`src/rtl/pixel_pkg.sv`:
```
// Pixel types and frame geometry shared by the stream FIFO and the packer stage.
package pixel_pkg;

  localparam int X_SIZE_DEFAULT = 640;
  localparam int Y_SIZE_DEFAULT = 480;
  localparam int PIXEL_W        = 26;

  typedef struct packed {
    logic       sof;
    logic       eol;
    logic [7:0] r;
    logic [7:0] g;
    logic [7:0] b;
  } pixel_t;

  // Colour-only view of a pixel, used where sideband bits are irrelevant.
  function automatic logic [23:0] pixel_rgb(input pixel_t pix);
    return {pix.r, pix.g, pix.b};
  endfunction

endpackage

```
`src/rtl/pixel_line_checker.sv`:
```
// Input-side line integrity checker: tracks x position of accepted pixels,
// raises a sticky error on malformed lines and counts frames.
module pixel_line_checker #(
  parameter int X_SIZE = 640,
  parameter int FCNT_W = 8
) (
  input  logic              aclk,
  input  logic              aresetn,
  input  logic              pix_accept,
  input  logic              pix_sof,
  input  logic              pix_eol,
  input  logic              clr_err,
  output logic              line_err,
  output logic [FCNT_W-1:0] frame_count
);

  localparam int X_CNT_W = (X_SIZE > 1) ? $clog2(X_SIZE) : 1;
  localparam logic [X_CNT_W-1:0] X_LAST = X_CNT_W'(X_SIZE - 1);

  logic [X_CNT_W-1:0] x_cnt_r;
  logic [X_CNT_W-1:0] x_cur_s;
  logic [X_CNT_W-1:0] x_nxt_s;
  logic               err_s;
  logic               line_err_r;
  logic [FCNT_W-1:0]  frame_count_r;

  // A sof pixel always sits at x=0, whatever the counter held before it.
  always_comb begin
    x_cur_s = x_cnt_r;
    if (pix_sof) begin
      x_cur_s = {X_CNT_W{1'b0}};
    end else begin
      x_cur_s = x_cnt_r;
    end
  end

  // Classify the accepted pixel and pick the next x position.
  always_comb begin
    err_s   = 1'b0;
    x_nxt_s = x_cnt_r;
    if (pix_accept) begin
      if (pix_sof && (x_cnt_r != {X_CNT_W{1'b0}})) begin
        err_s = 1'b1;
      end else begin
        err_s = 1'b0;
      end
      if (pix_eol) begin
        if (x_cur_s != X_LAST) begin
          err_s = 1'b1;
        end else begin
          err_s = err_s;
        end
        x_nxt_s = {X_CNT_W{1'b0}};
      end else if (x_cur_s == X_LAST) begin
        err_s   = 1'b1;
        x_nxt_s = {X_CNT_W{1'b0}};
      end else begin
        x_nxt_s = x_cur_s + X_CNT_W'(1);
      end
    end else begin
      err_s   = 1'b0;
      x_nxt_s = x_cnt_r;
    end
  end

  // Position, sticky error (new error beats clear) and frame counter.
  always_ff @(posedge aclk or negedge aresetn) begin
    if (!aresetn) begin
      x_cnt_r       <= {X_CNT_W{1'b0}};
      line_err_r    <= 1'b0;
      frame_count_r <= {FCNT_W{1'b0}};
    end else begin
      x_cnt_r <= x_nxt_s;
      if (err_s) begin
        line_err_r <= 1'b1;
      end else if (clr_err) begin
        line_err_r <= 1'b0;
      end
      if (pix_accept && pix_sof) begin
        frame_count_r <= frame_count_r + FCNT_W'(1);
      end
    end
  end

  assign line_err    = line_err_r;
  assign frame_count = frame_count_r;

endmodule

```
`src/rtl/pixel_stream_fifo.sv`:
```
// Elastic pixel buffer between the ray tracer output and the pixel packer,
// with sof/eol sideband carried alongside colour and a line checker on input.
module pixel_stream_fifo
  import pixel_pkg::*;
#(
  parameter int DEPTH  = 16,
  parameter int X_SIZE = X_SIZE_DEFAULT,
  parameter int FCNT_W = 8
) (
  input  logic                     aclk,
  input  logic                     aresetn,
  input  logic [7:0]               in_r,
  input  logic [7:0]               in_g,
  input  logic [7:0]               in_b,
  input  logic                     in_sof,
  input  logic                     in_eol,
  input  logic                     in_valid,
  output logic                     in_ready,
  output logic [7:0]               out_r,
  output logic [7:0]               out_g,
  output logic [7:0]               out_b,
  output logic                     out_sof,
  output logic                     out_eol,
  output logic                     out_valid,
  input  logic                     out_ready,
  output logic [$clog2(DEPTH):0]   level,
  output logic                     line_err,
  input  logic                     clr_err,
  output logic [FCNT_W-1:0]        frame_count
);

  localparam int PTR_W = $clog2(DEPTH);
  localparam int LVL_W = PTR_W + 1;

  pixel_t            mem_r [DEPTH];
  logic [PTR_W-1:0]  wr_ptr_r;
  logic [PTR_W-1:0]  rd_ptr_r;
  logic [LVL_W-1:0]  level_r;
  logic [LVL_W-1:0]  level_nxt_s;
  logic              in_ready_s;
  logic              out_valid_s;
  logic              push_s;
  logic              pop_s;
  pixel_t            in_pix_s;
  pixel_t            head_s;

  // Handshake status comes only from the registered level, so a full FIFO
  // refuses a push even when the packer drains in the same cycle.
  assign in_ready_s  = (level_r != LVL_W'(DEPTH));
  assign out_valid_s = (level_r != {LVL_W{1'b0}});
  assign push_s      = in_valid & in_ready_s;
  assign pop_s       = out_valid_s & out_ready;

  assign in_pix_s = {in_sof, in_eol, in_r, in_g, in_b};
  assign head_s   = mem_r[rd_ptr_r];

  // Occupancy change for this cycle's push/pop combination.
  always_comb begin
    level_nxt_s = level_r;
    case ({push_s, pop_s})
      2'b10:   level_nxt_s = level_r + LVL_W'(1);
      2'b01:   level_nxt_s = level_r - LVL_W'(1);
      default: level_nxt_s = level_r;
    endcase
  end

  // Pointers and level; pointers wrap naturally since DEPTH is a power of two.
  always_ff @(posedge aclk or negedge aresetn) begin
    if (!aresetn) begin
      wr_ptr_r <= {PTR_W{1'b0}};
      rd_ptr_r <= {PTR_W{1'b0}};
      level_r  <= {LVL_W{1'b0}};
    end else begin
      if (push_s) begin
        wr_ptr_r <= wr_ptr_r + PTR_W'(1);
      end
      if (pop_s) begin
        rd_ptr_r <= rd_ptr_r + PTR_W'(1);
      end
      level_r <= level_nxt_s;
    end
  end

  // Storage array; contents are meaningless while the slot is unoccupied.
  always_ff @(posedge aclk) begin
    if (push_s) begin
      mem_r[wr_ptr_r] <= in_pix_s;
    end
  end

  pixel_line_checker #(
    .X_SIZE (X_SIZE),
    .FCNT_W (FCNT_W)
  ) u_line_checker (
    .aclk        (aclk),
    .aresetn     (aresetn),
    .pix_accept  (push_s),
    .pix_sof     (in_sof),
    .pix_eol     (in_eol),
    .clr_err     (clr_err),
    .line_err    (line_err),
    .frame_count (frame_count)
  );

  assign in_ready  = in_ready_s;
  assign out_valid = out_valid_s;
  assign out_sof   = head_s.sof;
  assign out_eol   = head_s.eol;
  assign out_r     = head_s.r;
  assign out_g     = head_s.g;
  assign out_b     = head_s.b;
  assign level     = level_r;

endmodule

```
`config.mk`:
```
export PLATFORM = sky130hd
export DESIGN_NAME = pixel_stream_fifo
export DESIGN_NICKNAME = d
export VERILOG_FILES = /design/src/rtl/pixel_pkg.sv /design/src/rtl/pixel_line_checker.sv /design/src/rtl/pixel_stream_fifo.sv
export SDC_FILE = /design/constraint.sdc
export NUM_CORES = 1
export LEC_CHECK = 0
export CORE_UTILIZATION = 45
export DETAILED_ROUTE_END_ITERATION = 7
export PLACE_DENSITY = 0.68
export RECOVER_POWER = 50
export SYNTH_ARGS = -nofsm -noshare
export SYNTH_HDL_FRONTEND = slang
export SYNTH_SLANG_ARGS = --single-unit
```
`constraint.sdc`:
```
create_clock -name aclk -period 3.68 [get_ports aclk]
set_input_delay 0.736 -clock aclk [delete_from_list [all_inputs] [get_ports aclk]]
set_output_delay 0.736 -clock aclk [all_outputs]
set_load 0.03 [all_outputs]
```
[After elaboration in Yosys (flattened, before gate mapping)]
Memory sizes are Yosys's and may differ from the RTL's.
Index checks and enable logic that the tools add are counted.
Operators by class
  reduce and logical (&&, ||, !) cells: 6
  add/subtract/negate cells: 6
  muxes and demuxes: 13
  equality and inequality tests: 5
  bitwise logic cells: 2
Operators by type and width (number)
  two-way mux 10 bit: 3
  adder 10 x 1 -> 10 bit (second input constant): 1
  equality test 10 bit (second input constant): 1
  != test 10 bit (second input constant): 1
  one-hot mux 5 bit (2 select lines): 1
  nonzero test 10 bit: 1
  two-way mux 1 bit: 9
  adder 4 x 1 -> 4 bit (second input constant): 2
  adder 8 x 1 -> 8 bit (second input constant): 1
  adder 5 x 1 -> 5 bit (second input constant): 1
  != test 5 bit (second input constant): 1
  nonzero test 5 bit: 1
  subtractor 5 x 1 -> 5 bit (second input constant): 1
  nonzero test 2 bit: 2
  AND 1 bit: 2
  equality test 2 x 1 -> 1 bit (second input constant): 1
  equality test 2 bit (second input constant): 1
  logical AND 1 bit: 2
Word-level totals
  memories: 1
  flip-flop bits (word level): 32
  bits in writable memories: 416
Memory list
  mem_r: words 16, bits a word 26, rd ports 1, clocked after Yosys merged registers in 0, wr ports 1, RTL line pixel_stream_fifo.sv:35  | pixel_t mem_r [DEPTH];

[Depth between registers and ports, before layout]
  depth in word-level cells: 7
  mapped depth: 12

[Cells and area by module]
From an unflattened synthesis, not the netlist that was laid out.
Second synthesis, totals
  cells, all modules: 945
  area total of the unflattened synthesis: 17772.0 um^2
Modules (own cells, without submodules)
  pixel_stream_fifo: times used 1, cells an instance 840, area an instance 16744.8 um^2, sequential area each 12817.3 um^2
  pixel_line_checker: times used 1, cells an instance 105, area an instance 1027.2 um^2, sequential area each 475.5 um^2

[Worst setup path after synthesis]
No wires, ideal clock.
  path kind: register to register
  from: register level_r[1], in the netlist level[1]
  to: register level_r[4], in the netlist level[4]
  clock period less this slack: 3327 ps
  required time: 3543 ps
  cell stages (with the launch flop): 12
  library setup time: 137 ps
  arrival: 3189 ps
  slack: 353 ps
  path buffers: 1
  cells stage by stage: dfrtp_1 > nor4_2 > nand2b_1 > and2_1 > clkbuf_1 > ha_1 > ha_1 > nor2b_1 > o21ai_0 > a21oi_1 > or3b_2 > xnor2_1
Between the ends
  cells in the longest elaborated chain, start to end: 4
RTL lines
  from (decl): RTL line pixel_stream_fifo.sv:38  | logic [LVL_W-1:0] level_r;
  from (signal assigned): RTL line pixel_stream_fifo.sv:72  | level_r <= {LVL_W{1'b0}};
  from (signal assigned): RTL line pixel_stream_fifo.sv:80  | level_r <= level_nxt_s;
  nonzero test 5 bit *: RTL line pixel_stream_fifo.sv:50  | assign out_valid_s = (level_r != {LVL_W{1'b0}});
  net out_valid: RTL line pixel_stream_fifo.sv:24  | output logic out_valid,
  AND 1 bit *: RTL line pixel_stream_fifo.sv:52  | assign pop_s = out_valid_s & out_ready;
  net pop_s: RTL line pixel_stream_fifo.sv:43  | logic pop_s;
  equality test 2 x 1 -> 1 bit / equality test 2 bit (equally long branches): RTL line pixel_stream_fifo.sv:60  | case ({push_s, pop_s})
  one-hot mux 5 bit (2 select lines) / nonzero test 2 bit (equally long branches)
The timed path passes the listed nets; every way through them passes the cells marked *.
A chain may end at the register's enable or synchronous reset.

[Worst setup path after layout]
  from: register rd_ptr_r[0]
  to: output port out_g[1]
Between the ends
  cells in the longest elaborated chain, start to end: 1
RTL lines
  from (decl): RTL line pixel_stream_fifo.sv:37  | logic [PTR_W-1:0] rd_ptr_r;
  from (signal assigned): RTL line pixel_stream_fifo.sv:71  | rd_ptr_r <= {PTR_W{1'b0}};
  from (signal assigned): RTL line pixel_stream_fifo.sv:78  | rd_ptr_r <= rd_ptr_r + PTR_W'(1);
  memory read (16 x 26 bit)
  to (decl): RTL line pixel_stream_fifo.sv:20  | output logic [7:0] out_g,
Every way passes these cells.

==> results.yml <==
power:
  power.leakage_nw: 6.73
  vdd_drop_max_uv: 517
  powerDensity_nw_per_um2: 779
  p_total_w: 0.0161
die:
  dieArea_um2: 39600
  placementRows: 71
  core_um2: 37900
  die_h_um: 199
  num_io_pins: 73
  die_x_um: 199
  start_util_pct: 46.0
detailed_routing:
  drc_errors: 0
  routed_wl_um: 35600
  drtIter0Drc: 645
  vias: 8136
  drt.antenna.violating_nets: 0
  wl_per_cell_um: 24.8
  vias_per_cell: 5.67
  drtPass1Iterations: 5
setup_path:
  cp_data_arrival_time_ns: 2.85
  regToRegSetupSlack_ns: 0.37
  cp-end-kind: "output port"
  crit_fanout: 18
  critPathKind: "flip-flop to output port"
  crit_required_ns: 2.94
  start_kind: "flip-flop"
clock_tree:
  cts_sinks: 448
  cts_tree: "yes"
  clockBufferDepth: 3
  htreeDepth: 2
  clock_tree.root_cell: "clkbuf_16"
  cts_buffers: 46
  clk_pin_slew_ns: 0.06
  hold_buffers: 0
  worst_skew_pair.late_latency_ns: 0.56
grt:
  grt_antenna_before_repair: 0
  overflow: 0
  grt_pass1_vias: 8518
  grt_start_max_net_pins: 33
  grt_first_pass_wirelength_um: 53600
  track_usage_pct: 18.9
status:
  status: "finished with violations"
  failed_checks: "max-capacitance violations, max-slew violations"
sta:
  max_freq_ghz: 0.279
  tightest_slew_ns: 1.87
  setup_viol: 0
  finalMaxSlewViolations: 33
  slew_headroom_pct: -24.6
  rsz0062_at_grt: "false"
  period_share_pct: 97.3
  tns_ns: 0
  skew_ns: 0.0224
  fin_crit_ns: 3.58
  final_hold_viol_count: 0
job:
  drv_cap: 1
place:
  gp_congestion: 0.738
  port_buffers: 72
  hpwl_um: 19000
final_layout:
  final_cell_mix: "edfxtp_1, mux4_2, clkbuf_16"
  final_nets: 941
  antennaDiodeCount: 0
  num-fill-cells: 2871
  mostFrequentLayoutCell: "edfxtp_1"
  layout-drive-gt1-share_pct: 28.0
  area_delta_synth_final_pct: 18.3
logic_synthesis:
  synth_edf_count: 416
  synth_top_flop_cell: "edfxtp_1"
  ys_types: 45
  synth_warnings: 0
  async_flop_share_pct: 7.14
  syn_area_per_cell_um2: 22.6
  ys_seq_area_share_pct: 76.2
  synth_seq_cells: 448
  syn_area_um2: 17400
  netlist_instances: 771
  synth_nets: 814
min_path:
  hp-class: "flip-flop to flip-flop"
[layer usage]
layer,share of wire (%),track usage [%],wire [µm]
met3,6.2,3.02,2200
met2,49,30.8,17600
met1,43,26.7,15200
met4,1.9,4.87,669
met5,0,0,0
[layout make-up]
| class | count | area (µm²) | share of cell area [%] |
|---|---|---|---|
| clock buffer | 59 | 1200 | 5.81 |
| clock inverter | 16 | 183 | 0.885 |
| sequential | 448 | 13300 | 64.5 |
| tap | 511 | 639 | 3.10 |
| multi-input combinational | 276 | 3960 | 19.2 |
| inverter | 10 | 37.5 | 0.182 |
| timing repair buffer | 116 | 1320 | 6.38 |
[metrics by stage]
| step | util [%] | instances | worst slack (ns) | hold WS [ns] | cell area, µm² |
|---|---|---|---|---|---|
| after global routing | 54.4 | 1436 | 0.00339 | 0.515 | 20600 |
| after floorplan | - | 771 | 0.353 | 0.440 | 17400 |
| after detailed placement | 50.6 | 1354 | 0.335 | 0.471 | 19200 |
| after global placement | 50.6 | 1354 | 0.348 | 0.470 | 19200 |
| final | 54.4 | 1436 | 0.0988 | 0.484 | 20600 |
| after CTS | 54.5 | 1435 | 0.00688 | 0.486 | 20700 |
[state kept, by name, summed over array words and instances (netlist names)]
name / cells
wr_ptr_r: 4
level: 5
u_line_checker.x_cnt_r: 10
u_line_checker.frame_count: 8
rd_ptr_r: 4
u_line_checker.line_err: 1
mem_r: 416
[logic make-up after synthesis]
logic type               share of synthesized area (%)
buffers and inverters                             1.20
AND/OR/NAND/NOR                                   2.78
XOR/XNOR                                         0.954
AO/OA/AOI/OAI                                     1.08
flip-flops                                        76.2
multiplexers                                      16.9
adder cells (fa/ha/maj)                          0.903
[what timing repair did]
action,4_1_cts,5_1_grt
gates cloned,1,0
hold endpoints to repair,0,0
buffers inserted,5,1
pin swaps,0,0
gates resized for setup,24,3
setup endpoints to repair,22,8
[power breakdown]
group	internal [W]	switching [W]	total (W)	leakage, nW
Clock	0.00251	0.00183	0.00434	0.674
Combinational	0.00257	0.00268	0.00524	1.90
Sequential	0.00615	0.000348	0.00650	4.16
Total	0.0112	0.00485	0.0161	6.73
[synthesized netlist by cell type, types with 2 or more instances]
cell      count  area, µm²
a21oi_1       4       20.0
a21o_1        2       15.0
nand2b_1      2       12.5
inv_1         9       33.8
o21ai_0      13       65.1
buf_2        11       55.1
nor2b_1       5       31.3
nor3_1        4       20.0
clkbuf_1     15       56.3
and4_1        4       35.0
xor2_1        7       61.3
buf_4         3       22.5
and3_1        8       50.1
mux4_2      130       2930
or3_1         2       12.5
dfrtp_1      32        801
nand2_1      20       75.1
and2_1       10       62.6
a31oi_1       5       31.3
xnor2_1      12        105
nand3_1       8       40.0
nand4_1       2       12.5
nor4_1        2       12.5
mux2_2        2       22.5
nor2_1        7       26.3
ha_1         11        138
or3b_2        2       17.5
nor4_2        2       25.0
buf_1         6       22.5
edfxtp_1    416      12500
[critical path, cell delays in order (launching register included)]
cell and delay, ns:
dfrtp_4 0.50, buf_16 0.21, mux4_2 0.52, mux4_2 0.47, clkdlybuf4s50_1 0.60
[worst paths after layout]
path | start | to | cells after the start
max in group asynchronous | aresetn | rd_ptr_r[1] | 2
min in group asynchronous | aresetn | rd_ptr_r[3] | 2
max | rd_ptr_r[0] | out_g[1] | 4
max reg2reg | level[1] | level[4] | 10
min | u_line_checker.frame_count[7] | u_line_checker.frame_count[7] | 1
min reg2reg | u_line_checker.frame_count[7] | u_line_checker.frame_count[7] | 1
(Power assumes the default switching activity.)
